### src/rtl/priority_encoder_pkg.sv
// priority_encoder_pkg
//   Shared types and helpers for priority_encoder_pipe.
//   - penc_highest : highest set index of a vector plus a found flag
//   - penc_onehot  : index to one-hot decode
//   Helpers operate on a fixed maximum width (PENC_MAX_N); callers zero-extend
//   narrower vectors, so request widths up to PENC_MAX_N are supported.

package priority_encoder_pkg;

    localparam int PENC_MAX_N = 64;
    localparam int PENC_MAX_W = 6;

    typedef struct packed {
        logic                  found;
        logic [PENC_MAX_W-1:0] idx;
    } penc_find_t;

    // Ascending scan where the last set bit seen wins, i.e. the highest index.
    function automatic penc_find_t penc_highest(input logic [PENC_MAX_N-1:0] vec);
        penc_find_t r;
        r.found = 1'b0;
        r.idx   = '0;
        for (int i = 0; i < PENC_MAX_N; i++) begin
            if (vec[i]) begin
                r.found = 1'b1;
                r.idx   = PENC_MAX_W'(i);
            end
        end
        return r;
    endfunction

    function automatic logic [PENC_MAX_N-1:0] penc_onehot(input logic [PENC_MAX_W-1:0] idx);
        logic [PENC_MAX_N-1:0] oh;
        oh      = '0;
        oh[idx] = 1'b1;
        return oh;
    endfunction

endpackage

### src/rtl/priority_find.sv
// priority_find
//   Combinational highest-set-bit search over (vec_i & mask_i).
//   Ports:
//     vec_i   [N]  request vector
//     mask_i  [N]  bits allowed to take part in the search
//     idx_o   [W]  highest set index among the allowed bits (0 if none)
//     found_o      at least one allowed bit is set

module priority_find
    import priority_encoder_pkg::*;
#(
    parameter  int N = 8,
    localparam int W = $clog2(N)
) (
    input  logic [N-1:0] vec_i,
    input  logic [N-1:0] mask_i,
    output logic [W-1:0] idx_o,
    output logic         found_o
);

    logic [PENC_MAX_N-1:0] search;
    penc_find_t            res;

    // Bits at or above N are forced to zero, so an index >= N can never win.
    always_comb begin
        search        = '0;
        search[N-1:0] = vec_i & mask_i;
        res           = penc_highest(search);
    end

    assign idx_o   = W'(res.idx);
    assign found_o = res.found;

endmodule

### src/rtl/priority_encoder_pipe.sv
// priority_encoder_pipe
//   Registered priority encoder with valid/ready on both sides. Each accepted
//   request vector yields one result one cycle later in a single-entry output
//   register. A full register can drain and refill in the same cycle.
//
//   Build option: PENC_ROUND_ROBIN_EN
//     undefined : fixed priority, highest set index wins
//     defined   : rotating priority via pointer ptr; indices below ptr are
//                 searched first (highest first), otherwise the whole vector.
//                 ptr follows the last non-zero grant.
//
//   Ports:
//     clk         clock, rising edge
//     rst         synchronous active-high reset
//     req_valid   request vector presented
//     req_ready   block can accept this cycle (!out_valid || out_ready)
//     req   [N]   request vector
//     out_valid   result register holds a result
//     out_ready   consumer takes the result this cycle
//     out_idx [W] granted index
//     out_onehot [N] one-hot grant, zero when out_none
//     out_none    accepted vector was all zeros

module priority_encoder_pipe
    import priority_encoder_pkg::*;
#(
    parameter  int N = 8,
    localparam int W = $clog2(N)
) (
    input  logic         clk,
    input  logic         rst,
    input  logic         req_valid,
    output logic         req_ready,
    input  logic [N-1:0] req,
    output logic         out_valid,
    input  logic         out_ready,
    output logic [W-1:0] out_idx,
    output logic [N-1:0] out_onehot,
    output logic         out_none
);

    logic         valid_q;
    logic [W-1:0] idx_q,    idx_d;
    logic [N-1:0] onehot_q, onehot_d;
    logic         none_q,   none_d;

    logic         accept;
    logic [W-1:0] grant_idx;
    logic         grant_found;

    assign req_ready = !valid_q || out_ready;
    assign accept    = req_valid && req_ready && !rst;

`ifdef PENC_ROUND_ROBIN_EN
    logic [W-1:0] ptr_q;
    logic [N-1:0] mask_lo;
    logic [W-1:0] idx_lo,   idx_all;
    logic         found_lo, found_all;

    always_comb begin
        mask_lo = '0;
        for (int i = 0; i < N; i++) begin
            mask_lo[i] = (i < int'(ptr_q));
        end
    end

    priority_find #(.N(N)) u_find_lo (
        .vec_i   (req),
        .mask_i  (mask_lo),
        .idx_o   (idx_lo),
        .found_o (found_lo)
    );

    priority_find #(.N(N)) u_find_all (
        .vec_i   (req),
        .mask_i  ({N{1'b1}}),
        .idx_o   (idx_all),
        .found_o (found_all)
    );

    // Any hit below ptr also means the full vector is non-zero.
    assign grant_idx   = found_lo ? idx_lo : idx_all;
    assign grant_found = found_all;

    always_ff @(posedge clk) begin
        if (rst) begin
            ptr_q <= '0;
        end else if (accept && grant_found) begin
            ptr_q <= grant_idx;
        end
    end
`else
    priority_find #(.N(N)) u_find (
        .vec_i   (req),
        .mask_i  ({N{1'b1}}),
        .idx_o   (grant_idx),
        .found_o (grant_found)
    );
`endif

    always_comb begin
        idx_d    = '0;
        onehot_d = '0;
        none_d   = 1'b1;
        if (grant_found) begin
            idx_d    = grant_idx;
            onehot_d = N'(penc_onehot(PENC_MAX_W'(grant_idx)));
            none_d   = 1'b0;
        end
    end

    always_ff @(posedge clk) begin
        if (rst) begin
            valid_q  <= 1'b0;
            idx_q    <= '0;
            onehot_q <= '0;
            none_q   <= 1'b0;
        end else begin
            if (accept) begin
                valid_q  <= 1'b1;
                idx_q    <= idx_d;
                onehot_q <= onehot_d;
                none_q   <= none_d;
            end else if (out_ready) begin
                valid_q  <= 1'b0;
            end
        end
    end

    assign out_valid  = valid_q;
    assign out_idx    = idx_q;
    assign out_onehot = onehot_q;
    assign out_none   = none_q;

endmodule

### config.mk
export PLATFORM = sky130hd
export DESIGN_NAME = priority_encoder_pipe
export DESIGN_NICKNAME = d
export VERILOG_FILES = /design/src/rtl/priority_encoder_pkg.sv /design/src/rtl/priority_find.sv /design/src/rtl/priority_encoder_pipe.sv
export SDC_FILE = /design/constraint.sdc
export NUM_CORES = 1
export LEC_CHECK = 0
export BUFFER_PORTS_ARGS = -buffer_cell sky130_fd_sc_hd__buf_2
export CAP_MARGIN = 20
export CORE_MARGIN = 8
export CORE_UTILIZATION = 46
export CTS_BUF_LIST = sky130_fd_sc_hd__clkbuf_16
export CTS_CLUSTER_DIAMETER = 40
export DETAILED_ROUTE_END_ITERATION = 16
export GPL_TIMING_DRIVEN = 0
export PLACE_DENSITY = 0.86
export SETUP_SLACK_MARGIN = 0.15
export SLEW_MARGIN = 20
export SYNTH_ARGS = -nofsm -noshare
export SYNTH_HDL_FRONTEND = slang
export SYNTH_HIERARCHICAL = 1
export SYNTH_SLANG_ARGS = --single-unit
### constraint.sdc
create_clock -name clk -period 1.59 [get_ports clk]
set_input_delay 0.159 -clock clk [delete_from_list [all_inputs] [get_ports clk]]
set_output_delay 0.159 -clock clk [all_outputs]
set_load 0.005 [all_outputs]
; ---- Yosys cells after proc, flatten, opt, wreduce, memory -nomap -nowiden
; Index checks and enable logic that the tools add are counted.
[totals]
register_bits = 13
input_bits = 12
output_inout_bits = 14
[op_classes]
order_cmp = 2
n_mux = 15
n_reduce_logical = 7
[op_table]
columns = cell, n
row1 = $mux 7, 8
row2 = $mux 8, 1
row3 = $lt 3x7->1 const B, 1
row4 = $mux 1, 4
row5 = $demux 1 s3, 1
row6 = $ge 3x1->1 const B, 1
row7 = $logic_and 1x1->1, 3
row8 = $mux 3, 1
row9 = $logic_not 1->1, 2
row10 = $reduce_bool 2->1, 1
row11 = $logic_or 1x1->1, 1

; ---- Depth between registers and ports, before layout
[logic_depth]
word_depth = 13
depth_mapped = 6

; ---- Cells and area by module
; Netlist, hierarchy kept.
[by_module_without_submodules]
columns = module, n_inst, cells_per_inst, area_per_inst_um2, seq_area_each_um2
row1 = priority_encoder_pipe, 1, 67, 573.0, 260.2
row2 = priority_find, 1, 15, 91.3, 0.0

; ---- Least setup slack after synthesis
; No wires, ideal clock.
[synth_path]
path_kind = input-to-reg
from = input req[5]
to = register onehot_q[7] (netlist: out_onehot[7])
arrival_ns = 1.200
required_ns = 1.520
setup_slack_ns = 0.319
path_stages = 6
path_cell_list = a22oi_2 -> inv_2 -> o21ai_1 -> nand4_1 -> or3_1 -> a21oi_1
[synth_via]
elab_chain_cells = 8
word_cells_on_any_way = 9
cone_classes = 2 x order compare / 6 x mux / 1 x reduce/logical
[synth_lines]
columns = element, line
row1 = from (decl), priority_encoder_pipe.sv:34  ; input logic [N-1:0] req,
row2 = $mux 7 * (3 in a row), priority_encoder_pkg.sv:24  ; if (vec[i]) begin
row3 = net grant_idx[1], priority_encoder_pipe.sv:48  ; logic [W-1:0] grant_idx;
row4 = $lt 3x7->1 (implied by the code) or $ge 3x1->1 (tied branches), priority_encoder_pkg.sv:35  ; oh[idx] = 1'b1;
row5 = $logic_and 1x1->1 (implied by the code), priority_encoder_pkg.sv:35
row6 = $mux 1 (implied by the code), priority_encoder_pkg.sv:35
row7 = $demux 1 s3 *, priority_encoder_pkg.sv:35
row8 = $mux 8 *, priority_encoder_pipe.sv:105  ; if (grant_found) begin
row9 = to (signal assigned), priority_encoder_pipe.sv:122  ; onehot_q <= onehot_d;
row10 = to (decl), priority_encoder_pipe.sv:44  ; logic [N-1:0] onehot_q, onehot_d;
; Mark *: on every way through the listed nets, which the timed path passes. The rest lies on a longest branch.
; A chain may end at the register's enable or synchronous reset.

; ---- Worst setup path in the final report
[layout_path]
from = register valid_q (netlist: out_valid)
to = output req_ready
[layout_via]
elab_chain_cells = 2
[layout_lines]
columns = element, line
row1 = from (decl), priority_encoder_pipe.sv:42  ; logic valid_q;
row2 = from (signal assigned), priority_encoder_pipe.sv:114  ; valid_q <= 1'b0;
row3 = from (signal assigned), priority_encoder_pipe.sv:120  ; valid_q <= 1'b1;
row4 = from (signal assigned), priority_encoder_pipe.sv:125  ; valid_q <= 1'b0;
row5 = $logic_not 1->1, priority_encoder_pipe.sv:51  ; assign req_ready = !valid_q || out_ready;
row6 = $logic_or 1x1->1, priority_encoder_pipe.sv:51
row7 = to (decl), priority_encoder_pipe.sv:33  ; output logic req_ready,
; Every way passes these cells.

==> results by group <==
Status
  – Status: complete, no violations

Clock network
  – Post-CTS sizing: 0
  – Root Buffer: clkbuf_16
  – Clk slew on worst S/H paths: about 0.04 ns
  – # hold bufs at CTS: 0
  – CTS tree: built
  – Clk Latency, worst-skew pair: roughly 0.24 ns
  – H-tree Lvls: 1
  – CTS max path bufs: 2
  – Num CTS Buffers: 3
  – Clock sink count: 13
  – Setup bufs post-CTS: 0

Setup path
  – CP endpoint kind: primary output
  – WP data required: between 1 and 1.5 ns
  – R2R depth: 5
  – Worst setup path end: req_ready
  – Crit Path Max Fanout: 10
  – Crit path launch: out_valid
  – CP Class: flop to primary output
  – Crit start category: flop
  – R2R Path End: out_idx[1]
  – CP arrival: 1.19 ns
  – Worst reg2reg setup slack: around 0.47 ns
  – Worst R2R Start: out_valid

Cells and area
  – Synth-to-Final Area Change: 42.0%
  – Post-layout nets: 138
  – Layout Cells excl Fill: 140
  – Number of diodes: 0
  – Fillers: about 110
  – Layout cells sized above 1: 31.2%

Floorplanning
  – Die Y-Extent: about 54 um
  – Ports: 26
  – Rows: 13
  – Core Region: ~1300 sq um
  – Initial Util: 49.8%
  – Die area: 2920 sq um
  – Die X: between 50 and 60 um

Synth
  – Most instantiated library cell after synthesis: dfxtp_1
  – Sequential area share after synthesis: around 39%
  – Syn. warnings: 6
  – Seq cells post-synth: 13
  – Syn Inst Count: between 80 and 90
  – Netlist cell types: 26
  – Mapped Area: about 660 sq um
  – EDFF count, synth: 0
  – Mean Syn Cell Area: 8.10 sq um
  – Top cells by count, synth: dfxtp_1, a21oi_1, nand4_1, o21ai_1
  – Synth area leader: dfxtp_1
  – Asr flop ratio synth: 0%
  – Yosys top cell area share: between 30 and 40%
  – Ys flop type: dfxtp_1
  – Synth area leaders: dfxtp_1, nand4_1, a21oi_1

Power
  – Reg power frac: between 30% and 40%
  – VDD IR max: 0.848 mV
  – Clk pwr share: just under 50%
  – Power density over the cells: between 1000 and 1500 nW/um^2
  – Combinational share of power: between 10 and 15%
  – P_int: 728 uW
  – Switching share of power: 23.8%
  – Sw Pwr: between 200 and 250 uW
  – Leakage power: roughly 0.44 nW

Routing
  – Final WL: approximately 1.8 mm
  – DR vias/cell: between 5 and 6
  – DR vias: 735
  – Wire length per cell: between 10 and 15 um
  – DRC Markers: 0
  – Remaining antenna violation count: 0
  – Drt first pass iters: 6
  – Starting DRT DRC Count: 7

GRT
  – GR Overflow Total: 0
  – GRT Util Overall: between 10 and 15%
  – First-pass GRT wire length: 3.13 mm
  – Antenna violations before repair: 0
  – Largest net degree at the start of global routing: 11
  – Vias in the first global route: ~760

STA
  – Fin crit period: between 1 and 1.5 ns
  – Worst Clk Skew: around 0.0024 ns
  – Setup TNS: 0 ns
  – Max-slew violations: 0
  – Setup violators final: 0
  – F_max: 742 MHz
  – Final Hold Fails: 0
  – RSZ-0062 raised after global routing: no
  – Final Cycle Share: 84.7%

Place
  – Placed Instances: 136
  – Port bufs: 25
  – HPWL after detailed placement: ~1.4 mm
  – Gpl congestion: 0.857

Job
  – Number of max-cap violations: 0

Hold path
  – Worst hold path class: input pin to flop
==> worst min-delay path by stage <==
| stage | from | depth (start not counted) | end |
|---|---|---|---|
| final | rst | 2 | out_onehot[0] |
| after global routing | rst | 2 | out_onehot[0] |
| after CTS | rst | 2 | out_onehot[0] |
| after detailed placement | rst | 2 | out_onehot[0] |
| after global placement | rst | 2 | out_onehot[0] |
| after floorplan | rst | 1 | out_onehot[0] |
==> metal layers <==
layer	vias up	GRT usage [%]	wire, um
li1	380	-	-
met4	0	5.33	25
met1	335	14.4	724
met3	4	5.51	124
met5	-	0	0
met2	16	25.1	933
==> placed cells by master, fill, tap and decap left out, types with 4 or more instances in the layout <==
master	count
nor2_1	4
dfxtp_1	13
nand4_1	10
buf_2	28
o21ai_1	6
a21oi_1	10
o21ai_0	5
nand2_1	5
conb_1	15
==> layout make-up <==
type / instances / area, sq um / share of cell area (%)
plain buffers: 5 / 30.0 / 3.18
clock buffers: 3 / 75.1 / 7.96
clock inverters: 1 / 3.75 / 0.398
inverters: 3 / 11.3 / 1.19
multi-input cells: 75 / 419 / 44.4
flip-flops and latches: 13 / 260 / 27.6
well taps: 15 / 18.8 / 1.99
repair buffers: 25 / 125 / 13.3
==> flip-flops by register name, indices dropped and copies added (netlist names) <==
| name | cells |
|---|---|
| out_valid | 1 |
| out_onehot | 8 |
| out_idx | 3 |
| out_none | 1 |
==> logic make-up after synthesis <==
group	synth area share (%)
buffers and inverters	6.21
AO/OA/AOI/OAI	29.6
other	0.564
AND/OR/NAND/NOR	24.5
flip-flops	39.2
==> critical path, stage by stage (launching register included) <==
cell     delay, ns
dfxtp_1       0.31
nor2b_2       0.24
inv_2         0.08
buf_2         0.18
buf_2         0.14
==> through the flow <==
step / utilization [%] / worst slack [ns] / hold slack [ns] / total power, mW / instance area (sq um)
final: 70.7 / 0.243 / 0.151 / 0.955 / 943
after global placement: 64.5 / 0.0669 / 0.394 / 0.483 / 861
after floorplan: - / 0.319 / 0.228 / 0.438 / 717
after CTS: 70.5 / 0.231 / 0.149 / 0.958 / 940
after global routing: 70.7 / 0.154 / 0.170 / 0.997 / 943
after detailed placement: 64.5 / 0.0148 / 0.400 / 0.489 / 861
==> power groups by stage <==
stage          Sequential (mW)  Combinational (mW)  Clock [mW]
2_1_floorplan            0.353              0.0847           0
3_3_place_gp             0.351               0.132           0
3_5_place_dp             0.352               0.137           0
5_1_grt                  0.347               0.160       0.490
6_report                 0.346               0.141       0.469
4_1_cts                  0.346               0.139       0.473
(Power assumes the default switching activity.)
